$ cat src/rtl/ntr_pkg.sv
// Shared types and constants for the NTR card-bus command sequencer.
package ntr_pkg;

    typedef enum logic [1:0] {
        IDLE = 2'd0,
        CMD  = 2'd1,
        WAIT = 2'd2,
        RESP = 2'd3
    } ntr_state_t;

    localparam int         NTR_CMD_BYTES = 8;
    localparam logic [7:0] NTR_IDLE_BYTE = 8'hFF;

endpackage

$ cat src/rtl/ntr_cmd_sequencer_if.sv
// Command/response handshake bundle between the sequencer and the decoder/response source.
interface ntr_cmd_sequencer_if
    import ntr_pkg::*;
#(
    parameter int CMD_BYTES  = NTR_CMD_BYTES,
    parameter int RESP_LEN_W = 14
);
    logic                   cmd_valid;
    logic [8*CMD_BYTES-1:0] cmd_data;
    logic                   cmd_ready;
    logic [RESP_LEN_W-1:0]  resp_len;
    logic [7:0]             resp_data;
    logic                   resp_valid;
    logic                   resp_ready;

    modport master (
        output cmd_valid, cmd_data, resp_ready,
        input  cmd_ready, resp_len, resp_data, resp_valid
    );

    modport slave (
        input  cmd_valid, cmd_data, resp_ready,
        output cmd_ready, resp_len, resp_data, resp_valid
    );
endinterface

$ cat src/rtl/ntr_edge_sync.sv
// Multi-flop synchronizer for one async bit with rise/fall pulses derived from the synced copy.
module ntr_edge_sync #(
    parameter int   SYNC_STAGES = 2,
    parameter logic RESET_VAL   = 1'b0
) (
    input  logic clk,
    input  logic rst,
    input  logic async_in,
    output logic level,
    output logic rise,
    output logic fall
);
    logic [SYNC_STAGES-1:0] chain;
    logic                   prev;

    always_ff @(posedge clk) begin
        if (rst) begin
            chain <= {SYNC_STAGES{RESET_VAL}};
            prev  <= RESET_VAL;
        end else begin
            chain <= {chain[SYNC_STAGES-2:0], async_in};
            prev  <= chain[SYNC_STAGES-1];
        end
    end

    assign level = chain[SYNC_STAGES-1];
    assign rise  = level & ~prev;
    assign fall  = ~level & prev;
endmodule

$ cat src/rtl/ntr_cmd_sequencer.sv
// Runs one NTR bus transaction: capture the command frame, hand it off, stream the response back.
module ntr_cmd_sequencer
    import ntr_pkg::*;
#(
    parameter int SYNC_STAGES = 2,
    parameter int CMD_BYTES   = NTR_CMD_BYTES,
    parameter int RESP_LEN_W  = 14
) (
    input  logic                clk,
    input  logic                rst,
    input  logic                ntr_clk,
    input  logic                ntr_cs_n,
    input  logic [7:0]          ntr_data_in,
    output logic [7:0]          ntr_data_out,
    output logic                ntr_data_oe,
    ntr_cmd_sequencer_if.master bus,
    output logic                err_underrun,
    output logic [1:0]          state_dbg
);
    localparam int CNT_W = $clog2(CMD_BYTES + 1);

    ntr_state_t            state;
    logic [CNT_W-1:0]      byte_cnt;
    logic [RESP_LEN_W-1:0] remaining;
    logic [7:0]            data_chain [SYNC_STAGES];
    logic [7:0]            data_sync;
    logic                  clk_level, clk_rise, clk_fall;
    logic                  cs_level, cs_rise, cs_fall;
    logic                  unused_sync;

    function automatic logic [RESP_LEN_W-1:0] sat_dec(input logic [RESP_LEN_W-1:0] v);
        return (v == '0) ? v : v - 1'b1;
    endfunction

    ntr_edge_sync #(.SYNC_STAGES(SYNC_STAGES), .RESET_VAL(1'b0)) u_clk_sync (
        .clk      (clk),
        .rst      (rst),
        .async_in (ntr_clk),
        .level    (clk_level),
        .rise     (clk_rise),
        .fall     (clk_fall)
    );

    // Chip select idles high, so its chain resets high to avoid a spurious select after reset.
    ntr_edge_sync #(.SYNC_STAGES(SYNC_STAGES), .RESET_VAL(1'b1)) u_cs_sync (
        .clk      (clk),
        .rst      (rst),
        .async_in (ntr_cs_n),
        .level    (cs_level),
        .rise     (cs_rise),
        .fall     (cs_fall)
    );

    // Same depth as the strobe chains so the byte lines up with the synced ntr_clk rise.
    always_ff @(posedge clk) begin
        data_chain[0] <= ntr_data_in;
        for (int i = 1; i < SYNC_STAGES; i++) begin
            data_chain[i] <= data_chain[i-1];
        end
    end

    assign data_sync   = data_chain[SYNC_STAGES-1];
    assign state_dbg   = state;
    assign unused_sync = &{1'b0, clk_level, cs_rise};

    always_ff @(posedge clk) begin
        if (rst) begin
            state         <= IDLE;
            byte_cnt      <= '0;
            remaining     <= '0;
            bus.cmd_data  <= '0;
            bus.cmd_valid <= 1'b0;
            bus.resp_ready <= 1'b0;
            ntr_data_out  <= NTR_IDLE_BYTE;
            ntr_data_oe   <= 1'b0;
            err_underrun  <= 1'b0;
        end else begin
            bus.resp_ready <= 1'b0;
            if (state != IDLE && cs_level) begin
                // Deselect aborts everywhere; any clock edge this cycle is dropped.
                state         <= IDLE;
                bus.cmd_valid <= 1'b0;
                ntr_data_oe   <= 1'b0;
                ntr_data_out  <= NTR_IDLE_BYTE;
            end else begin
                case (state)
                    IDLE: begin
                        ntr_data_oe <= 1'b0;
                        if (cs_fall) begin
                            state        <= CMD;
                            byte_cnt     <= '0;
                            err_underrun <= 1'b0;
                        end
                    end
                    CMD: begin
                        if (clk_rise) begin
                            bus.cmd_data <= {bus.cmd_data[8*CMD_BYTES-9:0], data_sync};
                            byte_cnt     <= byte_cnt + 1'b1;
                            if (byte_cnt == CNT_W'(CMD_BYTES - 1)) begin
                                state         <= WAIT;
                                bus.cmd_valid <= 1'b1;
                            end
                        end
                    end
                    WAIT: begin
                        if (bus.cmd_ready) begin
                            bus.cmd_valid <= 1'b0;
                            remaining     <= bus.resp_len;
                            if (bus.resp_len == '0) begin
                                state <= IDLE;
                            end else begin
                                state       <= RESP;
                                ntr_data_oe <= 1'b1;
                            end
                        end
                    end
                    RESP: begin
                        if (clk_fall && remaining != '0) begin
                            remaining <= sat_dec(remaining);
                            if (bus.resp_valid) begin
                                ntr_data_out   <= bus.resp_data;
                                bus.resp_ready <= 1'b1;
                            end else begin
                                ntr_data_out <= NTR_IDLE_BYTE;
                                err_underrun <= 1'b1;
                            end
                        end else if (clk_rise && remaining == '0) begin
                            // Host has sampled the last byte; release the bus.
                            state        <= IDLE;
                            ntr_data_oe  <= 1'b0;
                            ntr_data_out <= NTR_IDLE_BYTE;
                        end
                    end
                    default: state <= IDLE;
                endcase
            end
        end
    end
endmodule

$ cat src/flat_wrapper.sv
// flat-port wrapper written by rule: the top's interface ports become plain ports
module ntr_cmd_sequencer_flat import ntr_pkg::*;
#(
    parameter int SYNC_STAGES = 2,
    parameter int CMD_BYTES   = NTR_CMD_BYTES,
    parameter int RESP_LEN_W  = 14
)
  (clk, rst, ntr_clk, ntr_cs_n, ntr_data_in, ntr_data_out, ntr_data_oe, err_underrun, state_dbg, bus_cmd_valid, bus_cmd_data, bus_resp_ready, bus_cmd_ready, bus_resp_len, bus_resp_data, bus_resp_valid);
  ntr_cmd_sequencer_if #(.CMD_BYTES(CMD_BYTES), .RESP_LEN_W(RESP_LEN_W)) bus_i ();
  input  logic clk;
  input  logic rst;
  input  logic ntr_clk;
  input  logic ntr_cs_n;
  input  logic [7:0] ntr_data_in;
  output logic [7:0] ntr_data_out;
  output logic ntr_data_oe;
  output logic err_underrun;
  output logic [1:0] state_dbg;
  output wire logic [$bits(bus_i.cmd_valid)-1:0] bus_cmd_valid;
  output wire logic [$bits(bus_i.cmd_data)-1:0] bus_cmd_data;
  output wire logic [$bits(bus_i.resp_ready)-1:0] bus_resp_ready;
  input wire logic [$bits(bus_i.cmd_ready)-1:0] bus_cmd_ready;
  input wire logic [$bits(bus_i.resp_len)-1:0] bus_resp_len;
  input wire logic [$bits(bus_i.resp_data)-1:0] bus_resp_data;
  input wire logic [$bits(bus_i.resp_valid)-1:0] bus_resp_valid;
  assign bus_cmd_valid = bus_i.cmd_valid;
  assign bus_cmd_data = bus_i.cmd_data;
  assign bus_resp_ready = bus_i.resp_ready;
  assign bus_i.cmd_ready = bus_cmd_ready;
  assign bus_i.resp_len = bus_resp_len;
  assign bus_i.resp_data = bus_resp_data;
  assign bus_i.resp_valid = bus_resp_valid;
  ntr_cmd_sequencer #(.SYNC_STAGES(SYNC_STAGES), .CMD_BYTES(CMD_BYTES), .RESP_LEN_W(RESP_LEN_W)) u_core (.clk(clk), .rst(rst), .ntr_clk(ntr_clk), .ntr_cs_n(ntr_cs_n), .ntr_data_in(ntr_data_in), .ntr_data_out(ntr_data_out), .ntr_data_oe(ntr_data_oe), .bus(bus_i), .err_underrun(err_underrun), .state_dbg(state_dbg));
endmodule
$ cat config.mk
export PLATFORM = sky130hd
export DESIGN_NAME = ntr_cmd_sequencer_flat
export DESIGN_NICKNAME = d
export VERILOG_FILES = /design/src/rtl/ntr_pkg.sv /design/src/rtl/ntr_cmd_sequencer_if.sv /design/src/rtl/ntr_edge_sync.sv /design/src/rtl/ntr_cmd_sequencer.sv /design/src/flat_wrapper.sv
export SDC_FILE = /design/constraint.sdc
export NUM_CORES = 1
export LEC_CHECK = 0
export CORE_MARGIN = 3
export CORE_UTILIZATION = 40
export DETAILED_ROUTE_END_ITERATION = 6
export PLACE_DENSITY = 0.67
export SYNTH_ARGS = -nofsm -noshare
export SYNTH_HDL_FRONTEND = slang
export SYNTH_HIERARCHICAL = 1
export SYNTH_SLANG_ARGS = --single-unit
$ cat constraint.sdc
create_clock -name clk -period 5.1 [get_ports clk]
set_input_delay 0.765 -clock clk [delete_from_list [all_inputs] [get_ports clk]]
set_output_delay 0.765 -clock clk [all_outputs]
set_load 0.05 [all_outputs]
# Yosys cells after proc, flatten, opt, wreduce, memory -nomap -nowiden

Memory sizes are Yosys's and may differ from the RTL's. A register that Yosys moved wholly into a read port is not among the register bits.
Cells that the tools add are included.

Register bits after elaboration: 102
Bits in writable memories: 16
Input port bits: 36
Output and inout bits: 78
Word-level logic and storage cells: 95
Memories: 1

Add/sub/neg operators: 2
Equality and inequality tests: 14
Mux-type cells: 32
Bitwise operators: 9
Reduce and logical (&&, ||, !) cells: 24

Memory list:

| name              | words | bits a word | read ports | clocked after Yosys merged registers in | write ports | line                    | text |
|---|---|---|---|---|---|---|---|
| u_core.data_chain | 2     | 8           | 2          | 1                                       | 2           | ntr_cmd_sequencer.sv:25 | `logic [7:0] data_chain [SYNC_STAGES];` |

Operator list:

| cell                    | count |
|---|---|
| $mux W14                | 3 |
| $logic_not A14 Y1       | 2 |
| $pmux W14 S2            | 1 |
| $mux W8                 | 3 |
| $reduce_and A5 Y1       | 3 |
| $mux W2                 | 7 |
| $reduce_bool A14 Y1     | 1 |
| $sub A14 B1 Y14 const B | 1 |
| $reduce_bool A2 Y1      | 6 |
| $mux W1                 | 11 |
| $ne A2 B1 Y1 const B    | 5 |
| $ne A2 B2 Y1 const B    | 5 |
| $mux W4                 | 2 |
| $pmux W2 S4             | 1 |
| $pmux W4 S2             | 1 |
| $reduce_and A4 Y1       | 2 |
| $not A1 Y1              | 6 |
| $reduce_and A6 Y1       | 1 |
| $add A4 B1 Y4 const B   | 1 |
| $eq A2 B2 Y1 const B    | 2 |
| $eq A4 B3 Y1 const B    | 1 |
| $pmux W1 S2             | 2 |
| $reduce_or A4 Y1        | 1 |
| $and A1 B1 Y1           | 3 |
| 8 further kinds         | 10 |

# Longest topological paths before layout

Depth in word-level cells: 6
Mapped depth: 8
Gate-level depth less buffers: 6

# Hierarchy

Netlist, hierarchy kept.

Modules (own cells, without submodules):

| module                            | instances | cells each | area each (sq um) | seq. area each (sq um) |
|---|---|---|---|---|
| ntr_cmd_sequencer                 | 1         | 523        | 4418.0            | 2242.2 |
| ntr_edge_sync (u_core.u_cs_sync)  | 1         | 8          | 92.6              | 60.1 |
| ntr_edge_sync (u_core.u_clk_sync) | 1         | 8          | 91.3              | 60.1 |

# Least setup slack after synthesis

No wires, ideal clock.

Path kind: register to register
Start: reg u_core.state[0], in the netlist u_core/state_dbg[0]
End: reg u_core.remaining[13]
Setup time: 0.088 ns
Arrival time: 1.901 ns
Required time: 5.012 ns
Path slack: 3.110 ns
Cell stages (with the launch flop): 8
Path buffers: 3
Period minus slack after synthesis: 1.990 ns
Cell sequence: dfxtp_1 -> buf_4 -> nor4bb_2 -> and4_4 -> buf_8 -> buf_8 -> a211oi_2 -> o32ai_2

Cells in the longest elaborated chain, start to end: 4

Ends and longest elaborated chain:

| item                                                      | line                     | text |
|---|---|---|
| from (decl)                                               | ntr_cmd_sequencer.sv:22  | `ntr_state_t state;` |
| from (signal assigned)                                    | ntr_cmd_sequencer.sv:68  | `state <= IDLE;` |
| from (signal assigned)                                    | ntr_cmd_sequencer.sv:81  | `state <= IDLE;` |
| from (signal assigned)                                    | ntr_cmd_sequencer.sv:90  | `state <= CMD;` |
| branches (longest 4 deep; another with $reduce_and A5 Y1) | --                       |  |
| to (signal assigned)                                      | ntr_cmd_sequencer.sv:108 | `remaining <= bus.resp_len;` |
| to (signal assigned)                                      | ntr_cmd_sequencer.sv:119 | `remaining <= sat_dec(remaining);` |
| to (decl)                                                 | ntr_cmd_sequencer.sv:24  | `logic [RESP_LEN_W-1:0] remaining;` |

Several ways; the timed one is not identified.
A chain may end at the register's enable or synchronous reset.

# Final worst setup path

Start: reg u_core.state[0], in the netlist u_core/state_dbg[0]
End: out state_dbg[0]

RTL lines:

| item      | line               | text |
|---|---|---|
| to (decl) | flat_wrapper.sv:18 | `output logic [1:0] state_dbg;` |

No word-level cell between the ends.

==> run_results.csv <==
group,metric,value,unit
outcome,status,"complete, no violations",
routing,detail_route.drc_violations,0,
finish,layoutNonFillerInstCount,790,
clock_network,tritoncts,"done",
clock_network,numClockSinks,118,
global_route,grt_pass1_vias,3877,
synth,synth_warn,14,
finish,area_growth_from_synthesis_to_final_layout,38.3,%
routing,routed-via-count,4178,
global_route,grtUsageMet3,5.51,%
setup_path,timing.critical_path.from_type,"flip-flop",
global_route,groute.usage.overall,18.1,%
synth,synth_area,4600,um2
placed_design,gp_routability_congestion,0.783,
floorplanning,floorplan.initialDensity,41.7,%
routing,detailedRoute.firstPassIterationCount,5,
clock_network,worst_skew_pair.late_latency,0.40,ns
setup_path,max_stage_delay,0.93,ns
floorplanning,fp.coreArea,11000,um2
sta,setup_viol,0,
setup_path,timing.critical_path.slowest_stage_cell,"sky130_fd_sc_hd__clkdlybuf4s50_1",
finish,num-fill-cells,1006,
clock_network,cts.repair_timing.setup_buffer_count,0,
sta,holdWs,0.323,ns
global_route,largest_net_degree_at_the_start_of_global_routing,71,
sta,finalMaxSlewViolations,0,
sta,final_period_minus_worst_setup_slack,2.81,ns
sta,setup_repair_after_global_routing_missed_its_margin,"false",
placed_design,port_buffers,113,
floorplanning,fp.dieH,113,um
finish,seqCellArea,2360,um2
global_route,overflow,0,
setup_path,path_max_fanout,20,
finish,post_layout_net_count,675,
clock_network,cts_max_path_buffers,2,
finish,fraction_of_final_layout_cells_sized_beyond_drive_strength_1,7.54,%
floorplanning,num_io_pins,114,
sta,clock.fmax,355,MHz
placed_design,placedInstanceArea,5760,um2
power,cellLeakagePower,0.00222,uW
finish,multiInputGateArea,2000,um2
synth,synth_area_per_cell,8.54,um2
routing,wirelength,11.7,mm
sta,fin_skew,0.00770,ns
sta,worst_max_slew_pin_slew,1.01,ns
synth,syn-num-nets,576,
sta,relSlewSlack,32.8,%
routing,drtIter0Drc,418,
setup_path,cp_num_buf_inv,1,
finish,final_common_cell,"sky130_fd_sc_hd__nand2_1",
global_route,global_route.usage.met2,28.5,%
job,maxCapViolations,0,
sta,hold_viol_final,0,
finish,antenna-diode-count,0,
floorplanning,rows,38,
setup_path,worst-endpoint-arrival,2.05,ns
global_route,grt_first_pass_wirelength,19.0,mm
synth,synthesis.instances,538,
power,worst_ir_drop_vdd,0.000244,V
placed_design,dp.cells,758,
clock_network,clockRootBuffer,"sky130_fd_sc_hd__clkbuf_16",
finish,most-common-layout-cells,"sky130_fd_sc_hd__nand2_1 (137), sky130_fd_sc_hd__dfxtp_1 (118), sky130_fd_sc_hd__clkdlybuf4s50_1 (112), sky130_fd_sc_hd__a21oi_1 (79), sky130_fd_sc_hd__nor2_1 (29)",
global_route,antenna_violations_before_repair,0,
clock_network,cts.reportedPaths.clkPinSlew,0.06,ns
global_route,grt_util_met1,23.8,%
routing,drt-vias-per-instance,5.29,
setup_path,timing.critical_path.cells,"clkdlybuf4s50_1",
worst_hold_path,min-delay-path-class,"flip-flop to flip-flop",
finish,postLayoutCoreUtil,57.6,%
clock_network,h-tree-depth,4,
clock_network,cts-buffers-inserted,17,
setup_path,timing.critical_path.required,4.34,ns
clock_network,cts.repair.resized,0,
finish,final_design_area_no_fill,6350,um2
routing,antenna_violating_nets_post_route,0,
clock_network,number_of_hold_buffers_added_after_cts,0,
setup_path,critical-path-top-delay-family,"buffers and inverters",
placed_design,hpwl,7.70,mm
power,powerDensity,344,nW/um2
floorplanning,overall_die_area,12800,um2
global_route,globalRoute.busiestLayer,"met2",
setup_path,sort_of_element_at_the_end_of_the_critical_path,"output port",
floorplanning,chipWidth,113,um
sta,timing.setup.tns,0,ns
sta,fin_crit_sh,55.2,%
routing,routedWlPerCell,14.8,um
setup_path,critPathKind,"flip-flop to output port",
==> where the power goes <==
part           switching (uW)  internal, uW
registers                5.27           931
logic                    33.6          33.7
clock network             433           751
total                     471          1720
==> state kept, by name (all words and copies together), names as in the netlist <==
signal                   count
u_core/u_cs_sync/chain       2
u_core/bus.cmd_valid         1
u_core/remaining            14
u_core/err_underrun          1
u_core/state_dbg             2
u_core/u_clk_sync/chain      2
u_core/ntr_data_oe           1
u_core/bus.cmd_data         64
u_core/byte_cnt              4
u_core/u_clk_sync/prev       1
u_core/data_chain           16
u_core/u_cs_sync/prev        1
u_core/bus.resp_ready        1
u_core/ntr_data_out          8
==> final timing paths <==
path / startpoint / end / slack [ns] / cells past startpoint
setup / recovery: u_core/state_dbg[0] / state_dbg[0] / 2.29 / 1
hold / removal: u_core/data_chain[0][4] / u_core/data_chain[1][4] / 0.32 / 0
setup reg to reg: u_core/u_clk_sync/chain[1] / u_core/bus.cmd_data[30] / 2.40 / 5
hold reg to reg: u_core/data_chain[0][4] / u_core/data_chain[1][4] / 0.32 / 0
==> stage by stage <==
stage / total power (uW) / worst slack [ns]
finish: 2190 / 2.29
global route: 2270 / 2.15
CTS: 2210 / 2.27
detailed placement: 1020 / 2.03
global placement: 1020 / 2.07
floorplan: 985 / 3.11
==> layout make-up <==
class,instances,area share [%]
repair buffers,117,18.2
clock inverters,13,2.28
inverters,18,1.06
flip-flops and latches,118,37.2
well taps,140,2.76
multi-input cells,365,31.4
clock buffers,19,7.13
==> per-layer routing <==
metal	share of wire (%)	vias up
met5	0	-
met4	0.92	0
met3	5.7	11
met2	49	135
met1	45	1966
li1	-	2066
No activity file was read; power rests on OpenSTA's default activity.
